`src/rtl/seq_divider_pkg.sv`:
```
// Shared definitions for the sequential restoring divider: FSM state encoding
// and the divide-by-zero quotient fill value.
package seq_divider_pkg;

    typedef enum logic [1:0] {
        IDLE = 2'b00,
        ITER = 2'b01,
        FIX  = 2'b10,
        DONE = 2'b11
    } state_t;

    localparam int unsigned MAX_WIDTH = 64;
    localparam logic [MAX_WIDTH-1:0] DIV0_QUOTIENT = '1;

endpackage

```
`src/rtl/seq_divider_div_rem_reg.sv`:
```
// 2*WIDTH remainder register of seq_divider: load, shift-left-with-bit
// (optionally replacing the upper half first) and the final upper-half correction.
module div_rem_reg
    import seq_divider_pkg::*;
#(
    parameter int unsigned WIDTH = 32
) (
    input  logic                 clk,
    input  logic                 rst_n,
    input  logic                 i_load,
    input  logic [2*WIDTH-1:0]   i_load_val,
    input  logic                 i_shl,
    input  logic                 i_shl_bit,
    input  logic                 i_wr_hi,
    input  logic [WIDTH-1:0]     i_hi_val,
    input  logic                 i_shr_hi,
    input  logic                 i_neg_hi,
    input  logic                 i_neg_lo,
    output logic                 o_carry,
    output logic [2*WIDTH-1:0]   o_rem
);

    logic [2*WIDTH-1:0] r_rem;
    logic               r_carry;
    logic [2*WIDTH-1:0] w_pre_shift;
    logic [WIDTH-1:0]   w_hi_shr;
    logic [WIDTH-1:0]   w_lo;

    // r_carry keeps the bit shifted out of the top so a partial remainder
    // >= 2^(WIDTH-1) survives the shift; the correction step shifts it back in.
    always_comb begin
        w_pre_shift = {(i_wr_hi ? i_hi_val : r_rem[2*WIDTH-1:WIDTH]), r_rem[WIDTH-1:0]};
        w_hi_shr    = {r_carry, r_rem[2*WIDTH-1:WIDTH+1]};
        w_lo        = r_rem[WIDTH-1:0];
    end

    always_ff @(posedge clk or negedge rst_n) begin
        if (!rst_n) begin
            r_rem   <= '0;
            r_carry <= 1'b0;
        end else if (i_load) begin
            r_rem   <= i_load_val;
            r_carry <= 1'b0;
        end else if (i_shl) begin
            r_rem   <= {w_pre_shift[2*WIDTH-2:0], i_shl_bit};
            r_carry <= w_pre_shift[2*WIDTH-1];
        end else if (i_shr_hi) begin
            r_rem[2*WIDTH-1:WIDTH] <= i_neg_hi ? -w_hi_shr : w_hi_shr;
            r_rem[WIDTH-1:0]       <= i_neg_lo ? -w_lo : w_lo;
            r_carry                <= 1'b0;
        end
    end

    assign o_carry = r_carry;
    assign o_rem   = r_rem;

endmodule

```
`src/rtl/seq_divider.sv`:
```
// Multi-cycle restoring divider with start/done/ack handshake.
// Optional signed operation is enabled by defining SEQ_DIVIDER_SIGNED_EN.
module seq_divider
    import seq_divider_pkg::*;
#(
    parameter int unsigned WIDTH = 32
) (
    input  logic                 clk,
    input  logic                 reset,
    input  logic                 start,
    input  logic [WIDTH-1:0]     dividend_in,
    input  logic [WIDTH-1:0]     divisor_in,
`ifdef SEQ_DIVIDER_SIGNED_EN
    input  logic                 signed_mode,
`endif
    input  logic                 ack,
    output logic                 busy,
    output logic                 done,
    output logic                 div_by_zero,
    output logic [WIDTH-1:0]     quotient_out,
    output logic [WIDTH-1:0]     remainder_out,
    output logic [2*WIDTH-1:0]   rem_reg_out
);

    localparam int unsigned CNT_W = $clog2(WIDTH + 1);

    state_t              r_state;
    state_t              w_state_nxt;
    logic [CNT_W-1:0]    r_cnt;
    logic [WIDTH-1:0]    r_divisor;
    logic                r_div0;
    logic                r_neg_q;
    logic                r_neg_r;

    logic                w_a_neg;
    logic                w_b_neg;
    logic [WIDTH-1:0]    w_a_mag;
    logic [WIDTH-1:0]    w_b_mag;
    logic                w_b_zero;
    logic [WIDTH:0]      w_diff;
    logic                w_borrow;
    logic                w_last;
    logic                w_accept;
    logic                w_load;
    logic [2*WIDTH-1:0]  w_load_val;
    logic                w_shl;
    logic                w_shr;
    logic                w_carry;
    logic [2*WIDTH-1:0]  w_rem;

`ifdef SEQ_DIVIDER_SIGNED_EN
    assign w_a_neg = signed_mode & dividend_in[WIDTH-1];
    assign w_b_neg = signed_mode & divisor_in[WIDTH-1];
`else
    assign w_a_neg = 1'b0;
    assign w_b_neg = 1'b0;
`endif

    always_comb begin
        w_a_mag  = w_a_neg ? -dividend_in : dividend_in;
        w_b_mag  = w_b_neg ? -divisor_in : divisor_in;
        w_b_zero = (divisor_in == '0);
        w_diff   = {w_carry, w_rem[2*WIDTH-1:WIDTH]} - {1'b0, r_divisor};
        w_borrow = w_diff[WIDTH];
        w_last   = (r_cnt == CNT_W'(WIDTH - 1));
    end

    always_comb begin
        w_state_nxt = r_state;
        w_accept    = 1'b0;
        w_load      = 1'b0;
        w_load_val  = '0;
        w_shl       = 1'b0;
        w_shr       = 1'b0;
        case (r_state)
            IDLE: begin
                if (start) begin
                    w_accept = 1'b1;
                    w_load   = 1'b1;
                    if (w_b_zero) begin
                        w_load_val  = {dividend_in, {WIDTH{1'b0}}};
                        w_state_nxt = DONE;
                    end else begin
                        w_load_val  = {{(WIDTH-1){1'b0}}, w_a_mag, 1'b0};
                        w_state_nxt = ITER;
                    end
                end
            end
            ITER: begin
                w_shl = 1'b1;
                if (w_last) w_state_nxt = FIX;
            end
            FIX: begin
                w_shr       = 1'b1;
                w_state_nxt = DONE;
            end
            DONE: begin
                if (ack) w_state_nxt = IDLE;
            end
            default: w_state_nxt = IDLE;
        endcase
    end

    always_ff @(posedge clk or negedge reset) begin
        if (!reset) begin
            r_state   <= IDLE;
            r_cnt     <= '0;
            r_divisor <= '0;
            r_div0    <= 1'b0;
            r_neg_q   <= 1'b0;
            r_neg_r   <= 1'b0;
        end else begin
            r_state <= w_state_nxt;
            if (w_accept) begin
                r_cnt     <= '0;
                r_divisor <= w_b_mag;
                r_div0    <= w_b_zero;
                r_neg_q   <= w_a_neg ^ w_b_neg;
                r_neg_r   <= w_a_neg;
            end else if (r_state == ITER) begin
                r_cnt <= r_cnt + CNT_W'(1);
            end
        end
    end

    div_rem_reg #(
        .WIDTH (WIDTH)
    ) u_rem_reg (
        .clk        (clk),
        .rst_n      (reset),
        .i_load     (w_load),
        .i_load_val (w_load_val),
        .i_shl      (w_shl),
        .i_shl_bit  (~w_borrow),
        .i_wr_hi    (~w_borrow),
        .i_hi_val   (w_diff[WIDTH-1:0]),
        .i_shr_hi   (w_shr),
        .i_neg_hi   (r_neg_r),
        .i_neg_lo   (r_neg_q),
        .o_carry    (w_carry),
        .o_rem      (w_rem)
    );

    // Divide-by-zero leaves the dividend in the upper half; the quotient is a fixed fill.
    assign busy          = (r_state == ITER) || (r_state == FIX);
    assign done          = (r_state == DONE);
    assign div_by_zero   = (r_state == DONE) && r_div0;
    assign quotient_out  = r_div0 ? DIV0_QUOTIENT[WIDTH-1:0] : w_rem[WIDTH-1:0];
    assign remainder_out = w_rem[2*WIDTH-1:WIDTH];
    assign rem_reg_out   = w_rem;

endmodule

```
`config.mk`:
```
export PLATFORM = sky130hd
export DESIGN_NAME = seq_divider
export DESIGN_NICKNAME = d
export VERILOG_FILES = /design/src/rtl/seq_divider_pkg.sv /design/src/rtl/seq_divider_div_rem_reg.sv /design/src/rtl/seq_divider.sv
export SDC_FILE = /design/constraint.sdc
export NUM_CORES = 1
export LEC_CHECK = 0
export ABC_AREA = 1
export CAP_MARGIN = 15
export CORE_MARGIN = 3
export CORE_UTILIZATION = 56
export DETAILED_ROUTE_END_ITERATION = 7
export PLACE_DENSITY = 0.95
export SYNTH_ARGS = -nofsm -noshare
export SYNTH_HDL_FRONTEND = slang
export SYNTH_SLANG_ARGS = --single-unit
```
`constraint.sdc`:
```
create_clock -name clk -period 4.8 [get_ports clk]
set_input_delay 0.96 -clock clk [delete_from_list [all_inputs] [get_ports clk]]
set_output_delay 0.96 -clock clk [all_outputs]
set_load 0.02 [all_outputs]
```
==> run_results.csv <==
group,metric,value,unit
worst_setup_path,crit_chain,"clkdlybuf4s50_1 > nand2_2 > inv_2 > nor2_2 > clkinv_1 > buf_4 > o21ai_0 > a31oi_1 > a21oi_2",
synth,ys_seq_area_share,29.88,%
clock_network,cts_root_buf,"clkbuf_16",
worst_setup_path,crit_end,"u_rem_reg.o_rem[47]$_DFFE_PN0N_",
clock_network,cts_htree_levels,3,
clock_network,cts_buffer_depth,2,
synth,yosysWarnings,0,
cells_and_area,finalNonFillerCells,1688,
synth,synthTopCellsByArea,"dfrtp_1 (30%), nand2_1 (15%), inv_1 (11%)",
synth,synth_top_area_share,29.88,%
cells_and_area,fin_area,0.01099,mm²
min_path,holdPathStages,2,
floorplan,num_io_pins,199,
global_route,grtUsageTotal,30.64,%
worst_setup_path,worstPathArrival,3890,ps
sta,drv_slew,0,
sta,hold_viol_final,0,
cells_and_area,diodes,0,
worst_setup_path,crit_start,"start",
cells_and_area,nNetsFinal,1578,
sta,slew_headroom,28.66,%
global_route,grt_util_met2,52.82,%
worst_setup_path,crit_path_max_incr_delay,670,ps
worst_setup_path,r2r_end,"u_rem_reg.o_rem[47]$_DFFE_PN0N_",
floorplan,core,0.01537,mm²
clock_network,numCtsBuffers,9,
global_route,met3_usage,5.382,%
cells_and_area,regArea,0.002653,mm²
floorplan,initial_core_util,57.75,%
drt,vias_per_cell,5.516,
synth,avgSynthCellArea,6.649,µm²
sta,setup_tns,0,ps
synth,yosysUniqueCellTypes,47,
synth,synth_nets,1441,
global_route,grt_max_degree,81,
run_status,status,"finished, final reports clean",
clock_network,cts_setup_buffers,0,
global_route,grt_overflow,0,
worst_setup_path,crit_path_start_kind,"primary input",
worst_setup_path,r2r_start,"r_state[0]$_DFFE_PN0P_",
cells_and_area,fillers,1202,
worst_setup_path,criticalPathCategory,"primary input to flop",
synth,yosysTopAreaCell,"dfrtp_1",
synth,synthArstFlopShare,100.0,%
sta,rsz0062_at_grt,"false",
sta,finalSetupViolCount,0,
sta,tightest_slew,1070,ps
clock_network,cts.sinks,106,
worst_setup_path,cp_slowest_cell,"inv_2",
cells_and_area,drive_gt1_share,9.005,%
worst_setup_path,cp_data_required_time,5050,ps
floorplan,die-height,131.9,µm
drt,postRouteAntennaNets,0,
clock_network,clk_pin_slew_worst_paths,80,ps
cells_and_area,syn_to_final_growth,23.81,%
synth,synth_cells,1335,
global_route,grt_busiest_layer,"met2",
place,dp.cells,1672,
synth,synthFlopType,"dfrtp_1",
global_route,grt_pass1_wl,43.96,mm
worst_setup_path,critical-path-top-delay-family,"buffers and inverters",
clock_network,cts_tree,"done",
drt,drc,0,
place,dp_hpwl,20.41,mm
floorplan,die-width,131.9,µm
floorplan,rows,45,
drt,wire_per_inst,16.07,µm
worst_setup_path,reg2reg_depth,10,
worst_setup_path,end_kind,"flop",
worst_setup_path,cp_num_buf_inv,4,
synth,synth_commonest_cells,"nand2_1 (362), inv_1 (249), nor2_1 (108)",
worst_setup_path,critical_path_peak_fanout,62,
min_path,min_path_type,"flop to flop",
drt,dr.pass1.iters,6,
cells_and_area,multi_input_area,0.004753,mm²
clock_network,clkLatencyLatePin,360,ps
global_route,antenna_found_initial,0,
worst_setup_path,crit_cells,9,
global_route,grt_use_met1,37.99,%
global_route,grt_pass1_vias,8902,
place,dpl_cell_area,0.01068,mm²
sta,finalCriticalPeriod,3637,ps
floorplan,die_area,0.01740,mm²
sta,fmax,274.9,MHz
drt,wirelength,27.12,mm
place,gp_congestion,0.9434,
place,port_buffers,198,
sta,finalCritPeriodShare,75.78,%
synth,synth.most_common_cell,"nand2_1",
clock_network,post_cts_resized,0,
drt,drt_iter0_markers,1019,
flow_run,drv_cap,0,
drt,vias,9311,
synth,synth_edf_count,0,
synth,synth_area,0.008876,mm²
clock_network,cts-hold-fix-buffers,0,
synth,ys_seq_elements,106,
sta,clock_skew,8.907,ps
worst_setup_path,rrSetupSlack,1490,ps
[worst register-to-register path, stage by stage (launching register included)]
cell	delay, ps
dfrtp_1	410
inv_1	110
ha_1	260
nand2_2	420
inv_2	680
nor2_2	160
clkinv_1	70
buf_4	470
o21ai_0	240
a31oi_1	290
a21oi_2	100
[final cells by class]
class                      instances  share of cell area [%]
multi-input combinational        889                   43.25
sequential                       106                   24.14
timing repair buffer             205                   18.49
inverter                         261                   8.926
tap                              211                   2.402
clock buffer                       9                   2.049
clock inverter                     7                  0.7401
[sequential cells by signal (all words and copies together) (netlist names)]
signal             count
r_state                2
r_cnt                  6
r_divisor             32
u_rem_reg.o_rem       64
u_rem_reg.o_carry      1
r_div0                 1
[worst min-delay path by stage]
stage | from | endpoint | slack [ps]
floorplan | r_divisor[0]$_DFFE_PN0P_ | r_divisor[0]$_DFFE_PN0P_ | 450
global placement | r_divisor[16]$_DFFE_PN0P_ | r_divisor[16]$_DFFE_PN0P_ | 470
detailed placement | r_divisor[9]$_DFFE_PN0P_ | r_divisor[9]$_DFFE_PN0P_ | 470
CTS | r_divisor[9]$_DFFE_PN0P_ | r_divisor[9]$_DFFE_PN0P_ | 490
global route | r_divisor[20]$_DFFE_PN0P_ | r_divisor[20]$_DFFE_PN0P_ | 520
finish | r_divisor[9]$_DFFE_PN0P_ | r_divisor[9]$_DFFE_PN0P_ | 490
[kinds of logic after synthesis]
logic type      count (synthesis)  share of synthesized area, %
fa+ha+maj                      38                         5.441
buf+inv                       340                         16.68
simple gates                  649                         32.99
compound gates                187                         13.53
flops                         106                         29.88
xor+xnor                       15                         1.480
[layout by cell type, fill, tap and decap left out, types with 3 or more instances in the layout]
cell	instances
clkdlybuf4s50_1	197
inv_6	3
nor4_1	4
nand4_1	15
inv_1	249
a31oi_1	39
xor2_1	10
nand3_2	22
buf_4	8
a21oi_2	21
a21oi_4	3
or2_2	11
nand3_1	75
inv_2	9
dfrtp_1	106
o221ai_1	21
o211ai_1	3
xnor2_1	5
nand2_4	7
nor2_2	6
nand2_2	25
nand2_1	362
nor3_1	8
ha_1	37
nor2_1	106
a21oi_1	26
clkbuf_16	9
o21ai_0	66
[layer usage]
metal	part of all wire, %	wire [µm]	up-vias
li1	-	-	4427
met1	39	10580	4306
met2	49	13150	486
met3	8.3	2245	92
met4	4.2	1141	0
met5	0	0	-
[per-stage QoR]
stage                     utilization, %  setup WS (ps)  hold slack [ps]
final                              71.49           1163            489.8
after global routing               71.49          897.1            515.6
after CTS                          71.49           1219            491.0
after detailed placement           69.50          940.8            473.0
after global placement             69.50           1104            470.1
after floorplan                        -           2468            452.8
Power is left out: the tool's default activity adds up to more than one toggle a clock period on the data nets, which glitch-free logic cannot reach.
